**config.mk**
```make
export PLATFORM = sky130hd
export DESIGN_NAME = svfloat_pack_arbiter
export DESIGN_NICKNAME = d
export VERILOG_FILES = /design/src/rtl/svfloat_pack_arbiter.sv
export SDC_FILE = /design/constraint.sdc
export NUM_CORES = 1
export LEC_CHECK = 0
export ABC_AREA = 1
export CAP_MARGIN = 5
export CORE_ASPECT_RATIO = 0.7
export CORE_MARGIN = 3
export CORE_UTILIZATION = 40
export CTS_CLUSTER_DIAMETER = 120
export CTS_CLUSTER_SIZE = 10
export DETAILED_ROUTE_END_ITERATION = 16
export GPL_ROUTABILITY_DRIVEN = 0
export MAX_ROUTING_LAYER = met4
export PLACE_DENSITY = 0.81
export SYNTH_ARGS = -nofsm -noshare
export SYNTH_HDL_FRONTEND = slang
export SYNTH_SLANG_ARGS = --single-unit
```
**constraint.sdc**
```tcl
create_clock -name clk -period 9.9 [get_ports clk]
set_input_delay 1.98 -clock clk [delete_from_list [all_inputs] [get_ports clk]]
set_output_delay 1.98 -clock clk [all_outputs]
set_load 0.1 [all_outputs]
```
**src/rtl/svfloat_pack_arbiter.sv**
```systemverilog
// svfloat_pack_arbiter: round-robin sharing of one float packer between N_REQ requesters
package svfloat;
  typedef struct packed {
    logic        sign;
    logic [7:0]  exp;
    logic [22:0] man;
  } float32;
endpackage

// svfloat_packer: packs override flags, sign, unbiased exponent and raw mantissa into an IEEE float (truncating)
module svfloat_packer #(
  parameter type float = svfloat::float32,
  parameter int ewidth = 9,
  parameter int width  = 46,
  parameter int frac   = 23
) (
  input  logic                     is_inf,
  input  logic                     is_nan,
  input  logic                     is_zero,
  input  logic                     sign,
  input  logic signed [ewidth-1:0] exp,
  input  logic [width-1:0]         man,
  output float                     res
);
  localparam int FW   = $bits(float);
  localparam int EW   = (FW == 64) ? 11 : (FW == 16) ? 5 : 8;
  localparam int MW   = FW - 1 - EW;
  localparam int PW   = $clog2(width);
  localparam int XW   = ewidth + PW + EW + 2;
  localparam int BIAS = (1 << (EW - 1)) - 1;
  localparam logic signed [XW-1:0] EMAX = XW'((1 << EW) - 1);
  logic [PW-1:0]          pos;
  logic [width-1:0]       norm;
  logic [width-1:0]       den;
  logic signed [XW-1:0]   be;
  logic [XW-1:0]          sh;
  logic [MW-1:0]          field;
  logic [FW-1:0]          r;
  // leading-one position of the raw mantissa (highest set bit wins)
  always_comb begin
    pos = '0;
    for (int b = 0; b < width; b++) if (man[b]) pos = PW'(b);
  end
  // normalise, bias the exponent and shift into the denormal range when needed
  always_comb begin
    norm  = man << (PW'(width - 1) - pos);
    be    = XW'(exp) + $signed(XW'(pos)) + XW'(BIAS - frac);
    sh    = (be > 0) ? '0 : XW'(1) - be;
    den   = norm >> sh;
    field = MW'(den >> (width - 1 - MW));
    r     = is_nan ? {sign, {EW{1'b1}}, 1'b1, {(MW-1){1'b0}}} :
            is_inf ? {sign, {EW{1'b1}}, {MW{1'b0}}} :
            (is_zero || man == '0) ? {sign, {(FW-1){1'b0}}} :
            (be >= EMAX) ? {sign, {EW{1'b1}}, {MW{1'b0}}} :
            {sign, (be > 0) ? EW'(be) : {EW{1'b0}}, field};
  end
  assign res = r;
endmodule

module svfloat_pack_arbiter #(
  parameter type float = svfloat::float32,
  parameter int ewidth = 9,
  parameter int width  = 46,
  parameter int frac   = 23,
  parameter int N_REQ  = 4,
  parameter int ID_W   = $clog2(N_REQ)
) (
  input  logic                      clk,
  input  logic                      rst,
  input  logic [N_REQ-1:0]          req_valid,
  output logic [N_REQ-1:0]          req_ready,
  input  logic [N_REQ-1:0]          req_is_inf,
  input  logic [N_REQ-1:0]          req_is_nan,
  input  logic [N_REQ-1:0]          req_is_zero,
  input  logic [N_REQ-1:0]          req_sign,
  input  logic [N_REQ*ewidth-1:0]   req_exp,
  input  logic [N_REQ*width-1:0]    req_man,
  output logic                      res_valid,
  input  logic                      res_ready,
  output logic [$bits(float)-1:0]   res_data,
  output logic [ID_W-1:0]           res_id
);
  logic                    res_valid_q;
  logic [$bits(float)-1:0] res_data_q;
  logic [ID_W-1:0]         res_id_q;
  logic [ID_W-1:0]         rr_q;
  logic [N_REQ-1:0]        gnt;
  logic [ID_W-1:0]         gnt_id;
  logic                    found;
  logic                    free;
  logic                    xfer;
  float                    packed_res;
  // first valid requester searching upward from the round-robin pointer
  always_comb begin
    gnt    = '0;
    gnt_id = '0;
    found  = 1'b0;
    for (int k = 0; k < N_REQ; k++) begin
      if (!found && req_valid[(int'(rr_q) + k) % N_REQ]) begin
        found  = 1'b1;
        gnt_id = ID_W'((int'(rr_q) + k) % N_REQ);
        gnt[(int'(rr_q) + k) % N_REQ] = 1'b1;
      end
    end
  end
  assign free      = !res_valid_q || res_ready;
  assign xfer      = found && free && !rst;
  assign req_ready = xfer ? gnt : '0;
  svfloat_packer #(.float(float), .ewidth(ewidth), .width(width), .frac(frac)) u_packer (
    .is_inf  (req_is_inf[gnt_id]),
    .is_nan  (req_is_nan[gnt_id]),
    .is_zero (req_is_zero[gnt_id]),
    .sign    (req_sign[gnt_id]),
    .exp     (req_exp[gnt_id*ewidth +: ewidth]),
    .man     (req_man[gnt_id*width +: width]),
    .res     (packed_res)
  );
  // one-entry output register; a push replaces any result being popped in the same cycle
  always_ff @(posedge clk) begin
    if (rst) begin
      res_valid_q <= 1'b0;
      res_data_q  <= '0;
      res_id_q    <= '0;
      rr_q        <= '0;
    end else if (xfer) begin
      res_valid_q <= 1'b1;
      res_data_q  <= packed_res;
      res_id_q    <= gnt_id;
      rr_q        <= (gnt_id == ID_W'(N_REQ - 1)) ? '0 : gnt_id + 1'b1;
    end else if (res_ready) begin
      res_valid_q <= 1'b0;
    end
  end
  assign res_valid = res_valid_q;
  assign res_data  = res_data_q;
  assign res_id    = res_id_q;
endmodule
```
Word level (Yosys, flattened, before mapping)
Cells that the tools add are included.
{"block": "word_totals", "in_bits": 243, "mem_bits_rw": 0, "latchBits": 0, "out_inout_bits": 39, "word_cells": 151, "memories": 0, "register_bits": 37, "mem_bits_ro": 0}
{"block": "op_classes", "n_reduce_logical": 21, "eq_ne": 1, "bitwise": 6, "multipliers": 2, "shifts": 4, "n_div": 0, "mux": 94, "n_addsub": 8, "n_lt_le_gt_ge": 11}
{"operator": "2-to-1 mux 6 bit", "n": 44}
{"operator": "indexed part select 184 x 9 -> 46 bit", "n": 1}
{"operator": "2-to-1 mux 31 bit", "n": 4}
{"operator": "zero test 46 bit", "n": 1}
{"operator": "left shift 46 x 6 -> 46 bit", "n": 1}
{"operator": ">> shifter 46 x 25 -> 45 bit", "n": 1}
{"operator": "indexed part select 36 x 7 -> 9 bit", "n": 1}
{"operator": ">= comparator 25 x 9 -> 1 bit, second input constant", "n": 1}
{"operator": "> comparator 25 x 1 -> 1 bit, second input constant", "n": 1}
{"operator": "2-to-1 mux 25 bit", "n": 1}
{"operator": "subtractor 1 x 25 -> 25 bit, first input constant", "n": 1}
{"operator": "2-to-1 mux 1 bit", "n": 22}
{"operator": "2-to-1 mux 4 bit", "n": 5}
{"operator": "binary-select mux 1 bit (select 2 bit)", "n": 8}
{"operator": "less-than comparator 3 x 4 -> 1 bit, second input constant", "n": 3}
{"operator": "OR 4 bit", "n": 3}
{"operator": "adder 10 x 8 -> 11 bit, second input constant", "n": 1}
{"operator": "adder 9 x 7 -> 10 bit", "n": 1}
{"operator": "2-to-1 mux 2 bit", "n": 5}
{"operator": ">= comparator 3 x 1 -> 1 bit, second input constant", "n": 3}
{"operator": "logical AND 1 bit", "n": 9}
{"operator": "demux 1 bit (select 2 bit)", "n": 4}
{"operator": "2-to-1 mux 8 bit", "n": 1}
{"operator": "multiplier 2 x 5 -> 7 bit, second input constant", "n": 1}
{"operator": "other kinds (12)", "n": 24}

Logic depth before layout (Yosys ltp)
Gate-level depths: netlist of run 1.
{"block": "logic_depth", "ltp_word": 70, "depth_mapped": 89, "mapped_depth_nobuf": 86}

Hierarchy
A second synthesis of run 1 with hierarchy kept.
{"block": "hier_totals", "cells_unflattened": 1858, "hier_area_um2": 9077.5}
{"module": "svfloat_packer", "area_per_inst_um2": 5286.3, "n_inst": 1, "seq_area_each_um2": 0.0, "cells_each": 1150}
{"module": "svfloat_pack_arbiter", "area_per_inst_um2": 3791.1, "n_inst": 1, "seq_area_each_um2": 740.7, "cells_each": 708}

Worst setup path after synthesis of run 1
OpenSTA, ideal clock, no wires.
{"block": "synth_path", "path_kind": "input port to flip-flop", "from": "in req_valid[3]", "to": "reg res_data_q[2] (netlist: res_data[2])", "stages": 82, "t_arrival_ns": 8.712, "path_buffers": 5, "setup_slack_ns": 1.121, "cell_sequence": "inv_1 nand2_1 nand3_1 nand2_2 inv_2 nand2_2 nor2_2 nand2_2 inv_2 nor2_2 buf_6 buf_2 nand2_1 inv_1 a32oi_1 inv_2 nand2_1 nand2_1 [... 46 more ...] inv_1 nor2_1 inv_1 nor2_1 a31oi_1 a21oi_1 nor2_2 inv_1 clkbuf_1 o31ai_1 nand3_1 nand3_1 nand3_1 o21ai_1 nand2_1 nand2_1 nand2_1 a21oi_2"}
{"block": "synth_between", "elab_chain_len": 68}
{"item": "start, declared", "line_no": "70", "source": "input logic [N_REQ-1:0] req_valid,"}
{"item": "binary-select mux 1 bit (select 2 bit)", "line_no": "99", "source": "if (!found && req_valid[(int'(rr_q) + k) % N_REQ]) begin"}
{"item": "2-to-1 mux 1 bit (implied by the code)", "line_no": "99"}
{"item": "2-to-1 mux 1 bit", "line_no": "99"}
{"item": "zero test 1 bit", "line_no": "99"}
{"item": "logical AND 1 bit", "line_no": "99"}
{"item": "2-to-1 mux 1 bit", "line_no": "99"}
{"item": "zero test 1 bit", "line_no": "99"}
{"item": "logical AND 1 bit", "line_no": "99"}
{"item": "[... 52 more ...]"}
{"item": "adder 10 x 8 -> 11 bit", "line_no": "47", "source": "be = XW'(exp) + $signed(XW'(pos)) + XW'(BIAS - frac);"}
{"item": "subtractor 1 x 25 -> 25 bit or > comparator 25 x 1 -> 1 bit (tied branches)", "line_no": "48", "source": "sh = (be > 0) ? '0 : XW'(1) - be;"}
{"item": "2-to-1 mux 25 bit", "line_no": "48"}
{"item": ">> shifter 46 x 25 -> 45 bit", "line_no": "49", "source": "den = norm >> sh;"}
{"item": "2-to-1 mux 31 bit", "line_no": "54", "source": "(be >= EMAX) ? {sign, {EW{1'b1}}, {MW{1'b0}}} :"}
{"item": "2-to-1 mux 31 bit", "line_no": "53", "source": "(is_zero || man == '0) ? {sign, {(FW-1){1'b0}}} :"}
{"item": "2-to-1 mux 31 bit", "line_no": "52", "source": "is_inf ? {sign, {EW{1'b1}}, {MW{1'b0}}} :"}
{"item": "2-to-1 mux 31 bit", "line_no": "51", "source": "r = is_nan ? {sign, {EW{1'b1}}, 1'b1, {(MW-1){1'b0}}} :"}
{"item": "end signal, assigned", "line_no": "127", "source": "res_data_q <= packed_res;"}
{"item": "end, declared", "line_no": "84", "source": "logic [$bits(float)-1:0] res_data_q;"}
Several ways; a longest one is shown, not always the timed one. The select of a mux whose other input is x is not followed.
A chain may end at the register's enable or synchronous reset.

Worst setup path after layout of run 1
{"block": "layout_path", "from": "in req_valid[2]", "to": "reg res_data_q[0] (netlist: res_data[0])"}
The elaborated chain is that of the path after synthesis.

==> summary.md, run 1 <==
| Metric | Value |
|---|---|
| Outcome | completed |
| Crit path launch type | input port |
| Synth-to-Final Area Change | 38.7% |
| Crit Path Max Fanout | 8 |
| Fmax | 0.110 GHz |
| Multiplexer area fraction after synthesis | 0% |
| CP endpoint kind | flip-flop |
| Crit Path Class | input port to flip-flop |
| Num CTS Buffers | 5 |
| Initial Util | 41.2% |
| Synth Warn # | 0 |
| Grt met2 use | 42.7% |
| Top Usage Layer GRT | met2 |
| Simple-gate portion of the synthesized area | 60.0% |
| CP max stage delay | 0.34 ns |
| PortBufs | 281 |
| H-tree depth | 2 |
| Synth Area in Adders | 3.54% |
| Syn nets | 2061 |
| Slowest CP cell | fa_2 |
| Final cycle utilization of the critical path | 92.2% |
| CTS clock-pin slew for the worst setup and hold paths | 0.06 ns |
| Critical Path AT | 9.33 ns |
| Worst Hold Depth | 2 |
| Hold Worst Slack | 0.465 ns |
| Yosys cell types | 46 |
| Die H | 132 um |
| Commonest non-fill, non-tap cells in the layout | nand2_1 (645), nand3_1 (450), clkdlybuf4s50_1 (277) |
| Main combinational cell family by area after synthesis | simple AND/OR/NAND/NOR gates |
| Routed via count | 13100 |
| # rows | 45 |
| Num ports | 282 |
| FF-to-FF End | res_data[0]$_SDFFE_PP0P_ |
| Met1 Use GR | 37.0% |
| Slew headroom | 31.5% |
| Worst hold path startpoint | res_data[15]$_SDFFE_PP0P_ |
| Final routed DRC violation total | 0 |
| Core Region | 22000 um2 |
| Worst Hold Class | flip-flop to flip-flop |
| Largest net degree at the start of global routing | 60 |
| Final Hold Viols | 0 |
| Data required time of the worst path | 10.10 ns |
| CTS Hold Bufs | 0 |
| Layout cells sized above 1 | 7.49% |
| Antenna violations before repair | 0 |
| Synthesized flop and latch total | 37 |
| Final Setup Violations | 0 |
| HPWL Detailed | 27800 um |
| Vias/cell | 5.65 |
| CTS tree | built |
| Net total in the final layout | 2296 |
| Most common cell after layout, fill and taps aside | nand2_1 |
| Compound-Gate Fraction of Synth Area | 13.4% |
| Actual slew at the worst max-slew pin | 1.02 ns |
| Post-Syn Area | 9050 um2 |
| CTS Buffer Depth | 2 |
| Full die area | 24500 um2 |
| FF-to-FF path depth | 82 |
| Maxcap violations | 0 |
| Grt ovf | 0 |
| Chip Width | 186 um |
| Final Max Tran Viols | 0 |
| Drt first-iter violations | 1617 |
| Sink Count | 37 |
| Syn_area_per_cell | 5.05 um2 |
| Top cell by count, worst path | nand2_1 |
| Synth Area in XOR/XNOR | 0.663% |
| Synth Instances | 1793 |
| Vias in the first global route | 11800 |
| R2R Path Start | rr_q[0]$_SDFFE_PP0P_ |
| Setup slack, reg-to-reg | 1.25 ns |
| Global Route met3 Usage | 7.17% |
| Wire per inst | 15.5 um |
| Total Wirelength | 35800 um |
| Worst-case hold path end point | res_data[15]$_SDFFE_PP0P_ |
| Diode count | 0 |
| Pre-antenna DRT Iters | 8 |
| Seq/Total Area, Yosys | 8.18% |
| Gr usage total | 27.6% |
| Root buffer cell | clkbuf_16 |
| Worst Clk Skew | 0.00568 ns |
| Remaining antenna violation count after routing | 0 |
| First-pass GRT wire length | 56000 um |
| Post-route minimum period | 9.13 ns |
| Worst skew pair latency | 0.28 ns |
## cell type report
cell class	instances	area, um2
Tap cell	282	353
Multi-Input combinational cell	1464	7220
Clock buffer	5	125
Timing Repair Buffer	334	3330
Clock inverter	3	68.8
Sequential cell	37	741
Timing Repair inverter	1	7.51
Inverter	185	709
Fill cell	2161	9400
## kinds of logic after synthesis
logic type               after synthesis
flip-flops                            37
AO/OA/AOI/OAI                        186
AND/OR/NAND/NOR                     1247
XOR/XNOR                               6
adder cells (fa/ha/maj)               25
buffers and inverters                292
## synthesized netlist by cell type, drive strengths merged
cell type  number  share of area (%)
a21boi          1              0.083
a21oi          68                3.8
a221oi          1              0.097
a22oi           4               0.33
a31oi           4               0.28
a32o            5               0.55
a32oi          39                3.9
and2            3               0.21
buf            69                5.0
clkbuf         38                1.6
clkinv          9               0.37
dfxtp          37                8.2
fa              1               0.22
ha             24                3.3
inv           176                7.3
nand2         665                 28
nand3         468                 27
nand3b          1              0.083
nand4           8               0.62
nor2           92                4.0
nor3            3               0.17
nor4            3               0.21
o211ai          4               0.33
o21ai          42                2.3
o21bai          1              0.083
o221ai          3               0.29
o22ai          10               0.69
o31ai           4               0.64
or2             4               0.28
xnor2           2               0.28
xor2            4               0.39
## worst max-delay path: cells and delay by family
family | cells | cell delay, ns
simple gates | 63 | 4.77
compound gates | 3 | 0.35
xor+xnor | 1 | 0.18
fa+ha+maj | 3 | 0.70
buf+inv | 13 | 1.36
## state kept, by name, summed over array words and instances, names as in the netlist
signal / count
res_valid: 1
res_data: 32
res_id: 2
rr_q: 2
## timing repair
item / 4_1_cts / 5_1_grt
setup buffers: 0 / 16
setup endpoints to repair: 0 / 23
gates resized for setup: 0 / 69
## routing by layer
layer  up-vias  wire length [um]
met5         -                 0
met4         0               571
met3        66              4050
met2       740             15500
met1      5838             15700
li1       6412                 -
## worst max path at each step
stage               depth (start not counted)    startpoint                        to  slack (ns)
detailed placement                         74  req_valid[3]  res_data[0]$_SDFFE_PP0P_        -0.1
floorplan                                  82  req_valid[3]  res_data[2]$_SDFFE_PP0P_        1.12
CTS                                        74  req_valid[3]  res_data[0]$_SDFFE_PP0P_        0.14
global placement                           77  req_valid[2]  res_data[9]$_SDFFE_PP0P_        0.23
global route                               81  req_valid[1]  res_data[0]$_SDFFE_PP0P_      -0.004
finish                                     83  req_valid[2]  res_data[0]$_SDFFE_PP0P_        0.77
## per-stage QoR
| step | area, um2 | util [%] | instances | setup TNS, ns | setup slack (ns) |
|---|---|---|---|---|---|
| finish | 12600 | 57.2 | 2311 | 0 | 0.770 |
| global route | 12600 | 57.2 | 2311 | -0.00381 | -0.00381 |
| CTS | 12100 | 55.1 | 2291 | 0 | 0.138 |
| detailed placement | 11900 | 54.2 | 2283 | -0.347 | -0.0998 |
| global placement | 11900 | 54.2 | 2283 | 0 | 0.227 |
| floorplan | 9050 | - | 1793 | 0 | 1.12 |
Power of run 1 is not shown: default switching activity piles up to over one toggle a cycle in this logic, so the estimate is an artifact.
==> run 2, diff against run 1 <==
--- a/config.mk
+++ b/config.mk
@@ -9,13 +9,13 @@
 export CAP_MARGIN = 5
 export CORE_ASPECT_RATIO = 0.7
 export CORE_MARGIN = 3
-export CORE_UTILIZATION = 40
+export CORE_UTILIZATION = 30
 export CTS_CLUSTER_DIAMETER = 120
 export CTS_CLUSTER_SIZE = 10
 export DETAILED_ROUTE_END_ITERATION = 16
 export GPL_ROUTABILITY_DRIVEN = 0
 export MAX_ROUTING_LAYER = met4
-export PLACE_DENSITY = 0.81
+export PLACE_DENSITY = 0.67
 export SYNTH_ARGS = -nofsm -noshare
 export SYNTH_HDL_FRONTEND = slang
 export SYNTH_SLANG_ARGS = --single-unit
==> summary.md, run 2 (synthesis gave the netlist of run 1 again) <==
| Metric | Value |
|---|---|
| Chip Width | 214 um (+15%) |
| Initial Util | 30.9% (-10 points) |
| Synth-to-Final Area Change | 39.8% |
| Antenna violations before repair | 0 (unchanged) |
| Total Wirelength | 37000 um (+3.4%) |
| CTS clock-pin slew for the worst setup and hold paths | 0.06 ns (about the same) |
| Post-route setup TNS | 0 ns (unchanged) |
| DR WL met3 | 3240 um (-20%) |
| CP endpoint kind | flip-flop |
| Num CTS Buffers | 5 (unchanged) |
| Wl on met1 | 17500 um (+11%) |
| H-tree depth | 2 (unchanged) |
| Outcome | completed |
| Diode count | 0 (unchanged) |
| Critical Path AT | 9.09 ns (-0.24 ns) |
| Full die area | 32300 um2 (+32%) |
| Metal2 WL | 16000 um (+3.4%) |
| Slowest CP cell | fa_2 |
| Highest metal used | met4 |
| CTS tree | built |
| Most common cell after layout, fill and taps aside | nand2_1 |
| Slew headroom | 25.8% (-5.6 points) |
| Gr usage total | 22.3% (-5.3 points) |
| Maxcap violations | 0 (unchanged) |
| CTS Hold Bufs | 0 (unchanged) |
| Num ports | 282 (unchanged) |
| Vias in the first global route | 11700 (-1.1%) |
| Worst skew pair latency | 0.28 ns (about the same) |
| Fmax | 0.111 GHz (+1.7%) |
| Final cycle utilization of the critical path | 90.6% (-1.6 points) |
| Crit path launch type | input port |
| Net total in the final layout | 2297 (+0.044%) |
| Crit Path Class | input port to flip-flop |
| Final Hold Viols | 0 (unchanged) |
| Final Setup Violations | 0 (unchanged) |
| Worst Clk Skew | 0.00463 ns (-0.00105 ns) |
| Final Max Tran Viols | 0 (unchanged) |
| Actual slew at the worst max-slew pin | 1.11 ns (+0.0842 ns) |
| Largest net degree at the start of global routing | 60 (unchanged) |
| Remaining antenna violation count after routing | 0 (unchanged) |
| Core Region | 29300 um2 (+33%) |
| # rows | 52 (+16%) |
| Post-route minimum period | 8.97 ns (-0.156 ns) |
| HPWL Detailed | 29400 um (+6.0%) |
| Layout cells sized above 1 | 7.64% (+0.14 points) |
| First-pass GRT wire length | 58000 um (+3.6%) |
| Top cell by count, worst path | nand2_1 |
| Largest register FFs | 32 (unchanged) |
| Pre-antenna DRT Iters | 5 (-3) |
| Root buffer cell | clkbuf_16 |
| Routed via count | 12700 (-2.5%) |
| RSZ-0062 raised after global routing | false |
| Data required time of the worst path | 10.02 ns (-0.08 ns) |
| Crit Path Max Fanout | 8 (unchanged) |
| Sink Count | 37 (unchanged) |
| Grt ovf | 0 (unchanged) |
| Drt first-iter violations | 1222 (-24%) |
| Vias/cell | 5.29 (-6.4%) |
| Worst Hold Class | flip-flop to flip-flop |
| CTS Buffer Depth | 2 (unchanged) |
| Final routed DRC violation total | 0 (unchanged) |
| PortBufs | 281 (unchanged) |
| Final core utilization | 43.2% (-14 points) |
| Commonest non-fill, non-tap cells in the layout | nand2_1 (639), nand3_1 (448), clkdlybuf4s50_1 (277) |
| Wire per inst | 15.4 um (-0.77%) |
| Die H | 151 um (+15%) |
| CP max stage delay | 0.34 ns (about the same) |
[run 2: changes by cell type in the layout (fill, tap and decap cells not counted), moves of 3 or more]
cell and delta:
clkbuf_16 -3, nor2_1 +5, nand2_1 -6, nand2_2 +5
buf_4 +3, nor2_2 -6
[run 2: final timing paths]
| kind | from | endpoint | slack, ns | cells past startpoint |
|---|---|---|---|---|
| min | res_data[5]$_SDFFE_PP0P_ | res_data[5]$_SDFFE_PP0P_ | 0.47 | 2 |
| max reg2reg | rr_q[1]$_SDFFE_PP0P_ | res_data[9]$_SDFFE_PP0P_ | 1.60 | 80 |
| max | req_valid[0] | res_data[9]$_SDFFE_PP0P_ | 0.93 | 81 |
| min reg2reg | res_data[5]$_SDFFE_PP0P_ | res_data[5]$_SDFFE_PP0P_ | 0.47 | 2 |
[run 2: per-layer routing]
layer / track usage, % / vias to the layer above
met5: - / -
met4: 1.78 / 0
met3: 4.55 / 23
met2: 34.6 / 513
met1: 31.1 / 5783
li1: - / 6411
[run 2: final cells by class]
cell class	count	area, um2
Clock buffer	6	139
Clock inverter	2	37.5
Fill cell	3186	16600
Inverter	185	709
Multi-Input combinational cell	1464	7250
Sequential cell	37	741
Tap cell	378	473
Timing Repair Buffer	335	3300
Timing Repair inverter	1	7.51
[run 2: per-stage QoR]
stage / area (um2) / worst slack (ns) / hold slack [ns] / instances
after floorplan: 9050 / 1.12 / 0.651 / 1793
after global placement: 12100 / -0.0620 / 0.457 / 2384
after detailed placement: 12100 / -0.156 / 0.460 / 2384
after CTS: 12200 / 0.108 / 0.467 / 2392
after global routing: 12700 / 0.0261 / 0.484 / 2408
final: 12700 / 0.926 / 0.467 / 2408
[run 2: timing repair]
| item | in CTS | in global routing |
|---|---|---|
| gates resized for setup | 0 | 73 |
| buffers inserted | 0 | 15 |
| endpoints found under the setup margin | 0 | 23 |
[run 2: critical path: cells and delay by family]
kind            cells  cell delay, ns
simple gates       57            3.93
buf+inv            16            1.49
xor+xnor            1            0.16
fa+ha+maj           3            0.65
compound gates      4            0.84
Power of run 2 is left out for the same reason.
